[src/rtl/fp_op_arbiter.sv]
// Round-robin arbiter that shares one multi-cycle FPU between REQ_COUNT requesters,
// with a completion watchdog and sticky sNaN/qNaN flags.
module fp_op_arbiter #(
  parameter int REQ_COUNT = 2,
  parameter int TIMEOUT   = 64
) (
  input  logic                    clk_i,
  input  logic                    reset_i,
  input  logic [REQ_COUNT-1:0]    req_valid_i,
  input  logic [3*REQ_COUNT-1:0]  req_op_i,
  input  logic [32*REQ_COUNT-1:0] req_a_i,
  input  logic [32*REQ_COUNT-1:0] req_b_i,
  output logic [REQ_COUNT-1:0]    req_ready_o,
  output logic                    fpu_start_o,
  output logic [2:0]              fpu_op_o,
  output logic [31:0]             fpu_a_o,
  output logic [31:0]             fpu_b_o,
  input  logic                    fpu_done_i,
  input  logic [31:0]             fpu_result_i,
  input  logic                    fpu_qnan_i,
  input  logic                    fpu_snan_i,
  output logic [REQ_COUNT-1:0]    resp_valid_o,
  output logic [31:0]             resp_result_o,
  output logic                    resp_error_o,
  input  logic                    flag_clear_i,
  output logic                    flag_invalid_o,
  output logic                    flag_qnan_o,
  output logic                    busy_o
);

  localparam int PW = (REQ_COUNT > 2) ? 2 : 1;
  localparam int CW = $clog2(TIMEOUT);
  localparam logic [CW-1:0] CNT_LAST   = CW'(TIMEOUT - 1);
  localparam logic [PW-1:0] PTR_LAST   = PW'(REQ_COUNT - 1);
  localparam logic [31:0]   CANON_QNAN = 32'h7FC0_0000;

  typedef enum logic [1:0] {
    IDLE,
    ISSUE,
    WAIT,
    RESPOND
  } state_e;

  state_e        state_q, state_d;
  logic [PW-1:0] rr_ptr_q, rr_ptr_d;
  logic [PW-1:0] grant_q, grant_d;
  logic [2:0]    op_q, op_d;
  logic [31:0]   a_q, a_d;
  logic [31:0]   b_q, b_d;
  logic [31:0]   result_q, result_d;
  logic          error_q, error_d;
  logic [CW-1:0] cnt_q, cnt_d;
  logic          flag_inv_q, flag_inv_d;
  logic          flag_qnan_q, flag_qnan_d;

  logic          pick_found;
  logic [PW-1:0] pick_idx;
  logic [PW-1:0] cand;

  // Scan from the pointer downward so the first valid at/after rr_ptr wins.
  always_comb begin
    pick_found = 1'b0;
    pick_idx   = '0;
    cand       = '0;
    for (int k = REQ_COUNT - 1; k >= 0; k--) begin
      cand = PW'((int'(rr_ptr_q) + k) % REQ_COUNT);
      if (req_valid_i[cand]) begin
        pick_found = 1'b1;
        pick_idx   = cand;
      end
    end
  end

  always_comb begin
    state_d      = state_q;
    rr_ptr_d     = rr_ptr_q;
    grant_d      = grant_q;
    op_d         = op_q;
    a_d          = a_q;
    b_d          = b_q;
    result_d     = result_q;
    error_d      = error_q;
    cnt_d        = cnt_q;
    req_ready_o  = '0;
    resp_valid_o = '0;
    fpu_start_o  = 1'b0;

    case (state_q)
      IDLE: begin
        if (pick_found) begin
          state_d = ISSUE;
          grant_d = pick_idx;
          for (int i = 0; i < REQ_COUNT; i++) begin
            if (PW'(i) == pick_idx) begin
              req_ready_o[i] = !reset_i;
              op_d           = req_op_i[3*i +: 3];
              a_d            = req_a_i[32*i +: 32];
              b_d            = req_b_i[32*i +: 32];
            end
          end
        end
      end
      ISSUE: begin
        fpu_start_o = 1'b1;
        cnt_d       = '0;
        state_d     = WAIT;
      end
      WAIT: begin
        // A done on the final watchdog cycle still counts as a normal completion.
        if (fpu_done_i) begin
          result_d = fpu_result_i;
          error_d  = 1'b0;
          state_d  = RESPOND;
        end else if (cnt_q == CNT_LAST) begin
          result_d = CANON_QNAN;
          error_d  = 1'b1;
          state_d  = RESPOND;
        end else begin
          cnt_d = cnt_q + CW'(1);
        end
      end
      RESPOND: begin
        for (int i = 0; i < REQ_COUNT; i++) begin
          if (PW'(i) == grant_q) begin
            resp_valid_o[i] = 1'b1;
          end
        end
        rr_ptr_d = (grant_q == PTR_LAST) ? '0 : grant_q + PW'(1);
        state_d  = IDLE;
      end
      default: state_d = IDLE;
    endcase
  end

  // Clear first, then OR in a coincident NaN report so a set is never lost.
  always_comb begin
    flag_inv_d  = flag_clear_i ? 1'b0 : flag_inv_q;
    flag_qnan_d = flag_clear_i ? 1'b0 : flag_qnan_q;
    if ((state_q == WAIT) && fpu_done_i) begin
      flag_inv_d  = flag_inv_d | fpu_snan_i;
      flag_qnan_d = flag_qnan_d | fpu_qnan_i;
    end
  end

  always_ff @(posedge clk_i) begin
    if (reset_i) begin
      state_q     <= IDLE;
      rr_ptr_q    <= '0;
      grant_q     <= '0;
      op_q        <= '0;
      a_q         <= '0;
      b_q         <= '0;
      result_q    <= '0;
      error_q     <= 1'b0;
      cnt_q       <= '0;
      flag_inv_q  <= 1'b0;
      flag_qnan_q <= 1'b0;
    end else begin
      state_q     <= state_d;
      rr_ptr_q    <= rr_ptr_d;
      grant_q     <= grant_d;
      op_q        <= op_d;
      a_q         <= a_d;
      b_q         <= b_d;
      result_q    <= result_d;
      error_q     <= error_d;
      cnt_q       <= cnt_d;
      flag_inv_q  <= flag_inv_d;
      flag_qnan_q <= flag_qnan_d;
    end
  end

  assign fpu_op_o       = op_q;
  assign fpu_a_o        = a_q;
  assign fpu_b_o        = b_q;
  assign resp_result_o  = result_q;
  assign resp_error_o   = error_q;
  assign flag_invalid_o = flag_inv_q;
  assign flag_qnan_o    = flag_qnan_q;
  assign busy_o         = (state_q != IDLE);

endmodule

[config.mk]
export PLATFORM = sky130hd
export DESIGN_NAME = fp_op_arbiter
export DESIGN_NICKNAME = d
export VERILOG_FILES = /design/src/rtl/fp_op_arbiter.sv
export SDC_FILE = /design/constraint.sdc
export NUM_CORES = 1
export LEC_CHECK = 0
export ABC_AREA = 1
export CAP_MARGIN = 20
export CORE_AREA = 3 3 109 137
export DETAILED_ROUTE_END_ITERATION = 6
export DIE_AREA = 0 0 112 140
export GPL_TIMING_DRIVEN = 0
export PLACE_DENSITY_LB_ADDON = 0.05
export RECOVER_POWER = 25
export SETUP_SLACK_MARGIN = 0.2
export SLEW_MARGIN = 20
export SYNTH_ARGS = -nofsm -noshare
export SYNTH_HDL_FRONTEND = slang
export SYNTH_SLANG_ARGS = --single-unit
[constraint.sdc]
create_clock -name clk_i -period 4.05 [get_ports clk_i]
set_input_delay 0.6075 -clock clk_i [delete_from_list [all_inputs] [get_ports clk_i]]
set_output_delay 0.6075 -clock clk_i [all_outputs]
set_load 0.02 [all_outputs]
==> results of run 1 <==
flip-flops by register name (all words and copies together) (netlist names):
| signal | flops |
|---|---|
| state_q | 2 |
| fpu_op_o | 3 |
| cnt_q | 6 |
| resp_result_o | 32 |
| grant_q | 1 |
| fpu_a_o | 32 |
| flag_invalid_o | 1 |
| rr_ptr_q | 1 |
| flag_qnan_o | 1 |
| fpu_b_o | 32 |
| resp_error_o | 1 |
final cells by class:
class	count	area (um2)	area share
repair buffers	280	2800	0.321
plain buffers	47	258	0.0295
clock buffers	12	246	0.0282
clock inverters	4	53.8	0.00616
multi-input cells	432	2060	0.236
inverters	225	845	0.0967
well taps	175	219	0.0251
flip-flops and latches	112	2240	0.257
metrics by stage:
| stage | area [um2] | setup slack [ns] | util | cells |
|---|---|---|---|---|
| after floorplan | 5420 | 1.99 | - | 816 |
| after global routing | 8730 | 0.827 | 0.635 | 1287 |
| final | 8730 | 0.917 | 0.635 | 1287 |
| after CTS | 8740 | 0.868 | 0.636 | 1287 |
| after global placement | 8440 | 0.892 | 0.614 | 1271 |
| after detailed placement | 8440 | 0.888 | 0.614 | 1271 |
critical path, delay by kind of cell:
| family | cells | cell delay [ns] |
|---|---|---|
| AND/OR/NAND/NOR | 1 | 0.09 |
| AO/OA/AOI/OAI | 1 | 0.35 |
| buffers and inverters | 4 | 1.47 |
cells in the final DEF, fill, tap and decap left out, drive strengths merged:
| cell | count |
|---|---|
| nand2 | 112 |
| a21boi | 1 |
| a21oi | 100 |
| clkinv | 2 |
| dlygate4sd3 | 12 |
| o21ai | 152 |
| clkbuf | 36 |
| nand3 | 30 |
| o21bai | 2 |
| dfxtp | 112 |
| clkdlybuf4s50 | 268 |
| nand4 | 1 |
| a31o | 1 |
| clkinvlp | 2 |
| nor2 | 25 |
| a211oi | 1 |
| bufinv | 1 |
| inv | 224 |
| ha | 5 |
| buf | 23 |
| nand3b | 2 |
kinds of logic (layout without fill, tap and decap cells):
family	count (synthesis)	count (layout)	share of synthesized area
AOI/OAI and AO/OA	257	257	0.243
adders and majority gates	5	5	0.0115
buffers and inverters	272	568	0.204
DFF	112	112	0.414
and+or+nand+nor	170	170	0.127
power by group through the flow:
stage / logic (mW) / registers, mW / clock network (mW)
after CTS: 2.31 / 1.57 / 0.928
after floorplan: 0.892 / 1.93 / 0
after detailed placement: 2.30 / 1.59 / 0
after global routing: 2.49 / 1.60 / 0.972
after global placement: 2.29 / 1.58 / 0
final: 2.26 / 1.56 / 0.900
cell usage after synthesis:
cell type	number	share of area
dfxtp_1	112	0.41
o21ai_1	85	0.078
buf_2	15	0.014
a211oi_1	1	0.0014
clkbuf_1	20	0.014
ha_1	5	0.012
a31o_1	1	0.0016
o21bai_2	1	0.0021
nand2_1	112	0.078
inv_1	222	0.15
buf_4	6	0.0083
o21ai_4	1	0.0030
o21bai_1	1	0.0014
o21ai_0	65	0.060
clkinv_1	1	0.00069
nand3b_1	2	0.0028
nand3_1	29	0.027
buf_6	6	0.012
a21boi_0	1	0.0014
nor2_1	25	0.017
inv_2	2	0.0014
nand4_1	1	0.0012
o21ai_2	1	0.0016
a21oi_1	100	0.092
nand3_2	1	0.0018
layer usage:
| metal | up-vias | share of wire | global-route usage |
|---|---|---|---|
| met2 | 203 | 0.49 | 0.382 |
| met5 | - | 0 | 0 |
| li1 | 3073 | - | - |
| met3 | 25 | 0.091 | 0.0674 |
| met4 | 0 | 0.027 | 0.0797 |
| met1 | 2498 | 0.39 | 0.230 |
path summary, 6_finish.rpt:
kind	from	to	cells past startpoint
hold reg to reg	resp_error_o	resp_error_o	2
hold / removal	resp_error_o	resp_error_o	2
setup reg to reg	state_q[0]	resp_result_o[14]	7
setup / recovery	req_valid_i[0]	req_ready_o[1]	6
==> impl_metrics.env, run 1 <==
export IMPL_status="finished clean"
export IMPL_htreeDepth=3
export IMPL_rows=48
export IMPL_hold_path_class="reg -> reg"
export IMPL_ioPinCount=282
export IMPL_p_seq_frac=0.331
export IMPL_cts_sinks=112
export IMPL_slew_headroom=0.577
export IMPL_endpoint_kind="output pin"
export IMPL_p_int_mw=2.91
export IMPL_cp_max_fo=10
export IMPL_die_area_um2=15700
export IMPL_clock_skew_ns=0.00957
export IMPL_fin_crit_sh=0.774
export IMPL_finalHoldViolCount=0
export IMPL_r2r_slack_ns=2.19
export IMPL_die_h_um=140
export IMPL_clock_power_share=0.191
export IMPL_synth_seq_area_share=0.414
export IMPL_cts_buffer_depth=2
export IMPL_grt_pass1_wl_um=27000
export IMPL_grt_pass1_vias=5385
export IMPL_drc=0
export IMPL_postSynthAreaPerCell_um2=6.64
export IMPL_io_buffers=280
export IMPL_cts_hold_buffers=0
export IMPL_dr_total_vias=5799
export IMPL_clk_insertion_delay_late_ns=0.34
export IMPL_initialDrtViolationCount=181
export IMPL_max_freq_mhz=319
export IMPL_yosysWarnings=0
export IMPL_fill_cells=1313
export IMPL_cp_arrival_ns=2.53
export IMPL_diodes=0
export IMPL_drt_wl_total_um=17000
export IMPL_wl_per_cell_um=13.2
export IMPL_clk_pin_slew_worst_paths_ns=0.07
export IMPL_tightest_slew_ns=0.633
export IMPL_cap_violations=0
export IMPL_cts_tree="done"
export IMPL_combPwrFrac=0.479
export IMPL_place_hpwl_um=13300
export IMPL_crit_top_cell="clkdlybuf4s50_1"
export IMPL_vdd_ir_drop_max_uv=290
export IMPL_power_mw=4.72
export IMPL_synth_ff_latch_count=112
export IMPL_drv_slew=0
export IMPL_rsz0062_at_grt="false"
export IMPL_fin_tns_setup_ns=0
export IMPL_fp_dieW_um=112
export IMPL_gp_congestion=0.805
export IMPL_cp_cell_sequence="clkdlybuf4s50_1, inv_2, o21ai_4, buf_2, nor2_1, clkdlybuf4s50_1"
export IMPL_antenna_found_initial=0
export IMPL_core_area_um2=13800
export IMPL_overflow=0
export IMPL_cts_repair_resized=0
export IMPL_numCtsBuffers=9
export IMPL_post_cts_buffers=0
export IMPL_syn_num_nets=995
export IMPL_finalSetupViolCount=0
export IMPL_cp_start_kind="primary input"
export IMPL_leakage_nw=4.19
export IMPL_ant_nets=0
export IMPL_worstSetupPathType="in -> out"
export IMPL_drive_above_1_share=0.0360
export IMPL_ys_types=25
export IMPL_first_pass_iters=6
export IMPL_grt_use_total=0.211
export IMPL_via_per_inst=4.51
export IMPL_syn_area_um2=5420
export IMPL_final_nets=1286
export IMPL_holdWs_ns=0.461
export IMPL_powerDensity_nw_per_um2=541
export IMPL_start_util=0.394
export IMPL_worst_path_max_delay_cell="clkdlybuf4s50_1"
export IMPL_grt_max_degree=18
export IMPL_syn2layout_area_growth_pct=61.0
export IMPL_clock_root_buffer="clkbuf_16"
export IMPL_swShare=0.384
export IMPL_max_stage_delay_ns=0.57
export IMPL_cp_required_ns=3.44
export IMPL_period_needed_ns=3.13
export IMPL_syn_inst=816
export IMPL_netSwitchingPower_mw=1.81
Power figures use the tool's default switching activity.
==> run 2: changes to the inputs <==
==> constraint.sdc (replaced) <==
create_clock -name clk_i -period 3.25 [get_ports clk_i]
set_input_delay 0.4875 -clock clk_i [delete_from_list [all_inputs] [get_ports clk_i]]
set_output_delay 0.4875 -clock clk_i [all_outputs]
set_load 0.02 [all_outputs]
==> run 2 against run 1 <==
  * Global-route usage unchanged
  * Critical path type unchanged
  * Highest routed layer unchanged
  * Hold slack is essentially flat
  * Count of clock-buffer cells in the layout unchanged
  * Critical endpoint unchanged
  * Power rose by 24%
  * Sequential cell count unchanged
  * Sequential power increased by 24%
  * Combinational power increased by 23%
==> impl_metrics.env, run 2 (synthesis gave the netlist of run 1 again) <==
export IMPL_place_hpwl_um=13300
export IMPL_gp_congestion=0.805
export IMPL_core_area_um2=13800
export IMPL_hold_path_class="reg -> reg"
export IMPL_fp_dieW_um=112
export IMPL_fin_tns_setup_ns=0
export IMPL_diodes=0
export IMPL_io_buffers=280
export IMPL_cts_sinks=112
export IMPL_netSwitchingPower_mw=2.26
export IMPL_initialDrtViolationCount=191
export IMPL_cp_startpoint="req_valid_i[0]"
export IMPL_die_area_um2=15700
export IMPL_fin_crit_sh=0.890
export IMPL_max_freq_mhz=346
export IMPL_finalSetupViolCount=0
export IMPL_leakage_nw=4.25
export IMPL_cp_endpoint="req_ready_o[1]"
export IMPL_cts_tree="done"
export IMPL_cap_violations=0
export IMPL_final_common_cell="clkdlybuf4s50_1"
export IMPL_endpoint_kind="output pin"
export IMPL_utilization=0.635
export IMPL_htreeDepth=3
export IMPL_cts_hold_buffers=0
export IMPL_ioPinCount=282
export IMPL_p_int_mw=3.60
export IMPL_crit_top_cell="clkdlybuf4s50_1"
export IMPL_worstSetupPathType="in -> out"
export IMPL_rows=48
export IMPL_ant_nets=0
export IMPL_rsz0062_at_grt="false"
export IMPL_clock_skew_ns=0.00985
export IMPL_cp_max_fo=10
export IMPL_start_util=0.394
export IMPL_first_pass_iters=4
export IMPL_grt_max_degree=18
export IMPL_slew_headroom=0.574
export IMPL_r2r_start="state_q[0]"
export IMPL_reg2reg_depth=7
export IMPL_syn2layout_area_growth_pct=61.0
export IMPL_cts_buffer_depth=2
export IMPL_drt_wl_total_um=17000
export IMPL_cp_required_ns=2.76
export IMPL_dr_total_vias=5809
export IMPL_placed_cell_area_um2=8440
export IMPL_worst_path_max_delay_cell="clkdlybuf4s50_1"
export IMPL_max_stage_delay_ns=0.57
export IMPL_finalHoldViolCount=0
export IMPL_final_nets=1286
export IMPL_grt_use_total=0.211
export IMPL_r2r_slack_ns=1.38
export IMPL_drv_slew=0
export IMPL_antenna_found_initial=0
export IMPL_clock_root_buffer="clkbuf_16"
export IMPL_power_mw=5.86
export IMPL_dp_slack_ns=0.328
export IMPL_clk_pin_slew_worst_paths_ns=0.08
export IMPL_status="finished clean"
export IMPL_swShare=0.386
export IMPL_drive_above_1_share=0.0369
export IMPL_vdd_ir_drop_max_uv=362
export IMPL_die_h_um=140
export IMPL_via_per_inst=4.51
export IMPL_combPwrFrac=0.477
export IMPL_cts_repair_resized=0
export IMPL_numCtsBuffers=9
export IMPL_clock_power_share=0.192
export IMPL_grt_pass1_wl_um=27000
export IMPL_r2r_end="resp_result_o[14]"
export IMPL_cp_cell_sequence="clkdlybuf4s50_1, inv_2, o21ai_4, buf_2, nor2_1, clkdlybuf4s50_1"
export IMPL_wl_per_cell_um=13.2
export IMPL_clk_insertion_delay_late_ns=0.34
export IMPL_period_needed_ns=2.89
export IMPL_post_cts_buffers=0
export IMPL_worst_slack_ns=0.359
export IMPL_finalInstanceArea_um2=8730
export IMPL_tightest_slew_ns=0.638
export IMPL_mostFrequentLayoutCells="246 x clkdlybuf4s50_1, 223 x inv_1, 112 x nand2_1, 112 x dfxtp_1, 100 x a21oi_1"
export IMPL_cp_start_kind="primary input"
export IMPL_grt_pass1_vias=5385
export IMPL_powerDensity_nw_per_um2=671
export IMPL_cp_arrival_ns=2.40
export IMPL_p_seq_frac=0.332
export IMPL_overflow=0
export IMPL_drc=0
==> run 2: changes by cell type in the layout (fill, tap and decap cells not counted), sizes merged <==
cell           before  now
buf                23   24
clkbuf             36   35
clkdlybuf4s50     268  246
dlygate4sd3        12   34
==> run 2: routing by layer <==
metal	track usage	part of all wire	routed length [um]
met5	0	0	0
met4	0.0797	0.027	459
met3	0.0674	0.093	1580
met2	0.382	0.49	8370
met1	0.230	0.39	6600
==> run 2: per-stage QoR <==
step / cells / hold WS, ns
2_1_floorplan: 816 / 0.468
3_3_place_gp: 1271 / 0.434
3_5_place_dp: 1271 / 0.444
4_1_cts: 1287 / 0.456
5_1_grt: 1287 / 0.495
6_report: 1287 / 0.461
==> run 2: worst min path at each step <==
stage | start | to | slack [ns] | depth (start not counted)
2_1_floorplan | cnt_q[5] | cnt_q[5] | 0.47 | 2
3_3_place_gp | resp_error_o | resp_error_o | 0.43 | 2
3_5_place_dp | resp_error_o | resp_error_o | 0.44 | 2
4_1_cts | resp_error_o | resp_error_o | 0.46 | 2
5_1_grt | resp_error_o | resp_error_o | 0.50 | 2
6_report | resp_error_o | resp_error_o | 0.46 | 2
==> run 2: final cells by class <==
| class | count | area [um2] |
|---|---|---|
| multi-input combinational | 432 | 2060 |
| clock buffer | 12 | 246 |
| timing repair buffer | 280 | 2800 |
| buffer | 47 | 259 |
| tap | 175 | 219 |
| inverter | 225 | 845 |
| clock inverter | 4 | 53.8 |
| sequential | 112 | 2240 |
| fill | 1312 | 5020 |
==> run 2: worst max-delay path: cells and delay by family <==
family,cells,cell delay (ns)
AND/OR/NAND/NOR,1,0.10
buffers and inverters,4,1.47
AO/OA/AOI/OAI,1,0.35
==> run 2: power groups by stage <==
stage | combinational [mW] | sequential (mW) | clock, mW
floorplan | 1.11 | 2.40 | 0
global placement | 2.86 | 1.96 | 0
detailed placement | 2.86 | 1.98 | 0
CTS | 2.88 | 1.95 | 1.16
global route | 3.07 | 2.00 | 1.21
finish | 2.79 | 1.94 | 1.12
==> run 3: changes to the inputs <==
--- a/config.mk
+++ b/config.mk
@@ -7,13 +7,14 @@
 export LEC_CHECK = 0
 export ABC_AREA = 1
 export CAP_MARGIN = 20
-export CORE_AREA = 3 3 109 137
+export CELL_PAD_IN_SITES_DETAIL_PLACEMENT = 1
+export CELL_PAD_IN_SITES_GLOBAL_PLACEMENT = 1
+export CORE_AREA = 3 3 134 168
 export DETAILED_ROUTE_END_ITERATION = 6
-export DIE_AREA = 0 0 112 140
+export DIE_AREA = 0 0 137 171
 export GPL_TIMING_DRIVEN = 0
 export PLACE_DENSITY_LB_ADDON = 0.05
 export RECOVER_POWER = 25
-export SETUP_SLACK_MARGIN = 0.2
 export SLEW_MARGIN = 20
 export SYNTH_ARGS = -nofsm -noshare
 export SYNTH_HDL_FRONTEND = slang
==> run 3 against run 2 <==
  * Power is 0.42% higher
  * Sequential cell count stayed put
  * Via count is 3.5% higher
  * First-iteration DRC count is 9.9% lower
  * Combinational power is 3% higher
  * Hold slack worse by 0.015 ns
  * Worst setup slack better by 0.0033 ns
  * Final cell count is 7.7% higher
  * Utilization is 21 points lower
  * Maximum frequency is 0.11% higher
  * Critical endpoint unchanged
==> impl_metrics.env, run 3 (synthesis gave the netlist of run 1 again) <==
export IMPL_fin_tns_setup_ns=0
export IMPL_final_common_cell="clkdlybuf4s50_1"
export IMPL_antenna_found_initial=3
export IMPL_leakage_nw=4.26
export IMPL_final_nets=1286
export IMPL_finalSetupViolCount=0
export IMPL_syn2layout_area_growth_pct=63.1
export IMPL_placed_cell_area_um2=8570
export IMPL_cp_start_kind="primary input"
export IMPL_post_cts_buffers=0
export IMPL_start_util=0.259
export IMPL_overflow=0
export IMPL_r2r_end="resp_result_o[21]"
export IMPL_stdcell_count=1386
export IMPL_drc=0
export IMPL_powerDensity_nw_per_um2=666
export IMPL_grt_max_degree=18
export IMPL_clk_insertion_delay_late_ns=0.35
export IMPL_holdWs_ns=0.446
export IMPL_core_area_um2=21000
export IMPL_io_buffers=280
export IMPL_max_freq_mhz=346
export IMPL_wl_per_cell_um=14.5
export IMPL_numCtsBuffers=9
export IMPL_power_mw=5.88
export IMPL_crit_family="buffers and inverters"
export IMPL_clock_skew_ns=0.00480
export IMPL_grt_pass1_vias=5656
export IMPL_cp_num_buf_inv=4
export IMPL_dr_total_vias=6013
export IMPL_cts_tree="done"
export IMPL_first_pass_iters=4
export IMPL_vdd_ir_drop_max_uv=257
export IMPL_clock_root_buffer="clkbuf_16"
export IMPL_die_h_um=171
export IMPL_cts_sinks=112
export IMPL_initialDrtViolationCount=172
export IMPL_reg2reg_depth=7
export IMPL_rows=59
export IMPL_grt_use_total=0.164
export IMPL_diodes=0
export IMPL_worstSetupPathType="in -> out"
export IMPL_cp_required_ns=2.76
export IMPL_cp_max_fo=10
export IMPL_max_stage_delay_ns=0.56
export IMPL_place_hpwl_um=16200
export IMPL_fill_cells=2669
export IMPL_die_area_um2=23400
export IMPL_cp_cell_sequence="clkdlybuf4s50_1, inv_2, o21ai_4, buf_2, nor2_1, clkdlybuf4s50_1"
export IMPL_mostFrequentLayoutCells="243 x clkdlybuf4s50_1, 223 x inv_1, 112 x nand2_1, 112 x dfxtp_1, 100 x a21oi_1"
export IMPL_utilization=0.422
export IMPL_period_needed_ns=2.89
export IMPL_finalInstanceArea_um2=8840
export IMPL_worst_slack_ns=0.362
export IMPL_endpoint_kind="output pin"
export IMPL_cp_arrival_ns=2.40
export IMPL_clk_pin_slew_worst_paths_ns=0.07
export IMPL_ioPinCount=282
export IMPL_htreeDepth=3
export IMPL_crit_top_cell="clkdlybuf4s50_1"
export IMPL_cap_violations=0
export IMPL_cts_buffer_depth=2
export IMPL_r2r_slack_ns=1.36
export IMPL_grt_pass1_wl_um=30300
export IMPL_finalHoldViolCount=0
export IMPL_dp_cells=1370
export IMPL_cts_repair_resized=0
export IMPL_worst_path_max_delay_cell="clkdlybuf4s50_1"
export IMPL_r2r_start="state_q[0]"
export IMPL_drt_wl_total_um=20200
export IMPL_dp_slack_ns=0.329
export IMPL_fp_dieW_um=137
export IMPL_tightest_slew_ns=0.640
export IMPL_rsz0062_at_grt="false"
export IMPL_ant_nets=0
export IMPL_cp_depth=6
export IMPL_fin_crit_sh=0.889
export IMPL_drv_slew=0
export IMPL_cp_startpoint="req_valid_i[0]"
export IMPL_gp_congestion=0.736
export IMPL_cp_endpoint="req_ready_o[1]"
export IMPL_status="finished clean"
export IMPL_cts_hold_buffers=0
export IMPL_slew_headroom=0.573
export IMPL_hold_path_class="reg -> reg"
export IMPL_drive_above_1_share=0.0378
export IMPL_via_per_inst=4.34
-- run 3: how the worst min path moves through the flow --
stage                     depth (start not counted)            to    startpoint
after global routing                              2  resp_error_o  resp_error_o
after detailed placement                          2  resp_error_o  resp_error_o
final                                             2  resp_error_o  resp_error_o
after floorplan                                   2      cnt_q[5]      cnt_q[5]
after CTS                                         2  resp_error_o  resp_error_o
after global placement                            2  resp_error_o  resp_error_o
-- run 3: worst register-to-register path, stage by stage (launching register included) --
cell      delay, ns
dfxtp_1        0.33
inv_1          0.10
ha_1           0.25
nand2_1        0.23
inv_1          0.25
clkbuf_1       0.40
nand2_1        0.12
a21oi_1        0.15
-- run 3: final cells by class --
| class | count | area (um2) | share of cell area |
|---|---|---|---|
| flip-flops and latches | 112 | 2240 | 0.254 |
| clock buffers | 12 | 256 | 0.0290 |
| repair buffers | 280 | 2800 | 0.317 |
| plain buffers | 47 | 259 | 0.0293 |
| multi-input cells | 432 | 2060 | 0.233 |
| well taps | 274 | 343 | 0.0388 |
| clock inverters | 4 | 28.8 | 0.00326 |
| inverters | 225 | 845 | 0.0955 |
-- run 3: per-layer routing --
metal,up-vias,part of all wire,GRT usage
met3,25,0.084,0.0544
met5,-,0.0017,0
met2,178,0.50,0.292
met4,6,0.019,0.0530
li1,3072,-,-
met1,2732,0.40,0.182
-- run 3: power by group --
group	internal (mW)	leakage (nW)	switching [mW]
logic	1.23	3.20	1.64
clock network	0.564	0.135	0.520
registers	1.75	0.921	0.186
